`config.mk`:
```
export PLATFORM = sky130hd
export DESIGN_NAME = bcm_paint_scheduler
export DESIGN_NICKNAME = d
export VERILOG_FILES = /design/src/rtl/bcm_paint_scheduler.sv
export SDC_FILE = /design/constraint.sdc
export NUM_CORES = 1
export LEC_CHECK = 0
export ABC_AREA = 1
export CAP_MARGIN = 20
export CORE_AREA = 2 2 52 91
export DETAILED_ROUTE_END_ITERATION = 10
export DIE_AREA = 0 0 54 93
export DONT_BUFFER_PORTS = 1
export PLACE_DENSITY_LB_ADDON = 0.1
export SYNTH_ARGS = -nofsm -noshare
export SYNTH_HDL_FRONTEND = slang
export SYNTH_SLANG_ARGS = --single-unit
```
`constraint.sdc`:
```
create_clock -name clk -period 1.76 [get_ports clk]
set_input_delay 0.264 -clock clk [delete_from_list [all_inputs] [get_ports clk]]
set_output_delay 0.264 -clock clk [all_outputs]
set_load 0.01 [all_outputs]
```
`src/rtl/bcm_paint_scheduler.sv`:
```
// BCM paint scheduler for a 64x64 panel scanned as row pairs: walks frame/plane/row/column,
// drives the painter, and slices one bit plane of each returned pixel into the row buffer.
module bcm_paint_scheduler #(
  parameter int COLS          = 64,
  parameter int ROWS          = 32,
  parameter int PLANES        = 8,
  parameter int PAINT_LATENCY = 1
) (
  input  logic                        clk,
  input  logic                        reset,
  input  logic                        buf_free,
  output logic [9:0]                  p_frame,
  output logic [7:0]                  p_subframe,
  output logic [$clog2(COLS)-1:0]     p_x,
  output logic [$clog2(ROWS):0]       p_y,
  input  logic [23:0]                 p_rgb24,
  output logic                        wr_en,
  output logic [$clog2(COLS):0]       wr_addr,
  output logic [2:0]                  wr_data,
  output logic                        row_done,
  output logic [$clog2(ROWS)-1:0]     row_addr,
  output logic [$clog2(PLANES)-1:0]   row_plane,
  output logic                        frame_done
);
  localparam int XW = $clog2(COLS);
  localparam int RW = $clog2(ROWS);
  localparam int PW = $clog2(PLANES);
  localparam int IW = XW + 1;
  localparam int DW = (PAINT_LATENCY > 1) ? $clog2(PAINT_LATENCY) : 1;

  typedef enum logic [1:0] {S_WAIT, S_FILL, S_DRAIN, S_DONE} state_t;

  state_t          state, state_nxt;
  logic [IW-1:0]   idx;
  logic [DW-1:0]   drain_cnt;
  logic [RW-1:0]   row;
  logic [PW-1:0]   plane;
  logic [9:0]      frame;
  logic            issue;
  logic            idx_last, drain_last, row_last, plane_last;
  logic [7:0]      r_ch, g_ch, b_ch;

  logic [PAINT_LATENCY:1]          vld_pipe;
  logic [PAINT_LATENCY:1][IW-1:0]  addr_pipe;

  assign idx_last   = &idx;
  assign drain_last = (drain_cnt == DW'(PAINT_LATENCY - 1));
  assign row_last   = (row == RW'(ROWS - 1));
  assign plane_last = (plane == PW'(PLANES - 1));

  always_ff @(posedge clk) begin
    if (reset) state <= S_WAIT;
    else       state <= state_nxt;
  end

  always_comb begin
    state_nxt = state;
    case (state)
      S_WAIT:  if (buf_free)   state_nxt = S_FILL;
      S_FILL:  if (idx_last)   state_nxt = S_DRAIN;
      S_DRAIN: if (drain_last) state_nxt = S_DONE;
      S_DONE:                  state_nxt = S_WAIT;
      default:                 state_nxt = S_WAIT;
    endcase
  end

  always_comb begin
    issue      = 1'b0;
    p_x        = '0;
    p_y        = '0;
    row_done   = 1'b0;
    row_addr   = '0;
    row_plane  = '0;
    frame_done = 1'b0;
    case (state)
      S_FILL: begin
        issue = 1'b1;
        p_x   = idx[XW-1:0];
        p_y   = {idx[IW-1], row};
      end
      S_DONE: begin
        row_done   = 1'b1;
        row_addr   = row;
        row_plane  = plane;
        frame_done = row_last && plane_last;
      end
      default: ;
    endcase
  end

  // Plane and frame only move in DONE, so the painter sees them steady for a whole row.
  assign p_frame    = frame;
  assign p_subframe = 8'(plane);

  always_ff @(posedge clk) begin
    if (reset) begin
      idx       <= '0;
      drain_cnt <= '0;
      row       <= '0;
      plane     <= '0;
      frame     <= '0;
    end else begin
      case (state)
        S_WAIT: begin
          idx       <= '0;
          drain_cnt <= '0;
        end
        S_FILL:  idx       <= idx + 1'b1;
        S_DRAIN: drain_cnt <= drain_cnt + 1'b1;
        S_DONE: begin
          row <= row + 1'b1;
          if (row_last) begin
            plane <= plane_last ? '0 : plane + 1'b1;
            if (plane_last) frame <= frame + 1'b1;
          end
        end
        default: ;
      endcase
    end
  end

  // Issued address travels alongside the painter so it lines up with p_rgb24.
  always_ff @(posedge clk) begin
    if (reset) begin
      vld_pipe  <= '0;
      addr_pipe <= '0;
    end else begin
      vld_pipe[1]  <= issue;
      addr_pipe[1] <= idx;
      for (int s = 2; s <= PAINT_LATENCY; s++) begin
        vld_pipe[s]  <= vld_pipe[s-1];
        addr_pipe[s] <= addr_pipe[s-1];
      end
    end
  end

  assign r_ch    = p_rgb24[7:0];
  assign g_ch    = p_rgb24[15:8];
  assign b_ch    = p_rgb24[23:16];
  assign wr_en   = vld_pipe[PAINT_LATENCY];
  assign wr_addr = wr_en ? addr_pipe[PAINT_LATENCY] : '0;
  assign wr_data = wr_en ? {b_ch[plane], g_ch[plane], r_ch[plane]} : 3'b000;
endmodule
```
==> results.txt <==
Leak: 1.15 nW
Synth Area in Adders: 5.98%
Non-Filler Instances: 373
Post-synthesis mux area share: 0%
Most frequent cells in the layout: nand2_1 (60), inv_1 (58), nor2_1 (45)
PwrDens: 951 nW/um^2
Final WS setup: 0.0753 ns
Leading cell type in the layout, fill and taps excluded: nand2_1
Synth Area in XOR/XNOR: 0.419%
Design Area, Final: 2300 sq um
Worst EP arrival: 1.42 ns
CTS sink count: 36
Starting Density: 48.4%
Max FO, Critical Path: 11
Main combinational cell family by area after synthesis: simple AND/OR/NAND/NOR gates
Cell-internal power: 1.50 mW
Starting DRC count in detailed routing: 24
Type of element launching the critical path: flip-flop
Clock Pin Slew Worst Setup and Hold Paths: 0.07 ns
Post-placement cell count: 363
Post-Syn Instances: 315
RSZ-0062 raised after global routing: true
Count of pins over their slew limit: 0
WL per Instance: 12.3 um
Row Count: 32
Total wire length: 4600 um
Synth unique cells: 32
HP Class: input pin to flip-flop
Synth Area in Compound Gates: 16.1%
Warnings, synthesis: 0
Clock network fraction of design power: 32.8%
Area Overhead vs Synth: 10.2%
Worst Setup End Kind: primary output
Share of total power in sequential cells: 44.1%
Clock Tree Buf Depth: 2
CTS tree: yes
Max Cap Viol: 0
CTS Buf Count: 5
Cts hold-fix bufs: 0
Placed wire-length estimate: 3450 um
Status: finished clean
Post-route DRC: 0
Final #Nets: 358
All-Layer GR Usage: 19.3%
Total grt overflow: 0
Sw Ratio: 31.6%
Highest Clock Rate: 594 MHz
Critical path class: flip-flop to primary output
Synth Area in Simple Gates: 26.6%
Tmin final: 1.68 ns
Setup WS pre-CTS: 0.0524 ns
Number of vias after detailed routing: 1,897
CTS H-tree depth: 2
Vias per inst: 5.09
First-pass GRT wire length: 7200 um
Vias in the first global route: 1,695
Final Hold Fails: 0
Final period util: 95.7%
Initial antenna violation count: 0
Register area share after synthesis: 34.4%
Synthesized area per cell: 6.64 sq um
ANT cells: 0
DP Area: 2130 sq um
Ports: 78
Pin count of the biggest net entering global routing: 22
Core Area: 4320 sq um
RePlAce Congestion: 0.769
Clock latency on the worst-skew pair: 0.29 ns
Drt first pass iters: 4
IO Port Bufs: 0
Final setup vio count: 0
Synth Register Bits: 36
Die area: 5020 sq um
Net Sw Power: 0.694 mW
Final ANT Viol Nets: 0
Worst Path Required: 1.50 ns
Comb power frac: 23.1%
Fin Hold WS: 0.0353 ns
Chip Width: 54 um
VDD IR-drop max: 548 uV
Layout cells sized above 1: 12.7%
Synth Cell Area: 2090 sq um
Root Driver: clkbuf_8
Die height: 93 um
Final Skew: 0.00703 ns
## sequential cells by signal, indices dropped and copies added (netlist names)
| register | cells |
|---|---|
| addr_pipe | 7 |
| drain_cnt | 1 |
| idx | 7 |
| p_frame | 10 |
| plane | 3 |
| row | 5 |
| state | 2 |
| wr_en | 1 |
## per-stage QoR
stage	setup TNS, ns	utilization, %	total power, mW
after floorplan	0	-	1.36
after global placement	0	49.4	1.47
after detailed placement	0	49.4	1.47
after CTS	0	52.4	2.21
after global routing	-0.185	53.3	2.33
final	0	53.3	2.19
## layout make-up
| cell class | count | area [sq um] |
|---|---|---|
| Multi-Input combinational cell | 205 | 1080 |
| Tap cell | 51 | 63.8 |
| Timing Repair Buffer | 12 | 93.8 |
| Clock buffer | 6 | 72.6 |
| Sequential cell | 36 | 724 |
| Inverter | 61 | 231 |
| Clock inverter | 2 | 35.0 |
| Fill cell | 457 | 2020 |
## power by group through the flow
stage	Sequential [mW]	Combinational, mW	Clock (mW)
floorplan	0.952	0.405	0
CTS	0.962	0.506	0.743
global route	0.982	0.589	0.764
finish	0.967	0.507	0.719
detailed placement	0.980	0.493	0
global placement	0.979	0.491	0
## critical path, cell delays in order, from the launching register on
cell and delay [ns]:
dfxtp_1 0.40, ha_2 0.31, buf_4 0.21, nand2_1 0.09, inv_1 0.12
## logic make-up after synthesis
logic type / count (synthesis)
XOR/XNOR: 1
buffers and inverters: 78
adder cells (fa/ha/maj): 10
AO/OA/AOI/OAI: 58
flip-flops: 36
other: 1
AND/OR/NAND/NOR: 131
## worst paths after layout
check                start  depth (start not counted)  slack, ns      endpoint
setup / recovery  state[0]                          4       0.08   row_addr[1]
hold reg to reg     idx[4]                          2       0.46  addr_pipe[4]
hold / removal       reset                          1       0.04  addr_pipe[4]
setup reg to reg    row[0]                          9       0.20    p_frame[7]
## metal layers
| metal | vias up | routed length (um) | track usage, % | share of wire, % |
|---|---|---|---|---|
| li1 | 984 | - | - | - |
| met1 | 853 | 1820 | 20.1 | 39 |
| met2 | 54 | 2460 | 35.5 | 54 |
| met3 | 6 | 239 | 3.51 | 5.2 |
| met4 | 0 | 80 | 8.13 | 1.7 |
| met5 | - | 0 | 0 | 0 |
## what timing repair did
action	CTS	global route
gates resized for setup	7	13
pin swaps	1	3
endpoints found under the setup margin	10	12
setup buffers	1	1
## cells in the mapped netlist, drive strengths merged
cell type / instances / area share [%]
nand2: 62 / 11
o211ai: 3 / 1.1
nand4: 1 / 0.60
a31oi: 3 / 0.90
a21oi: 17 / 4.1
ha: 10 / 6.0
o22a: 1 / 0.42
nor3: 6 / 1.4
o31ai: 1 / 0.36
buf: 16 / 5.1
a22oi: 1 / 0.36
nand3b: 2 / 0.72
inv: 61 / 11
nor2: 51 / 9.7
o21ai: 25 / 6.0
o22ai: 3 / 0.90
o21a: 1 / 0.36
conb: 1 / 0.18
a211oi: 1 / 0.36
xnor2: 1 / 0.42
dfxtp: 36 / 34
o21bai: 1 / 0.90
nand3: 9 / 2.8
clkbuf: 1 / 0.18
a22o: 1 / 0.42
(Power assumes the default switching activity.)
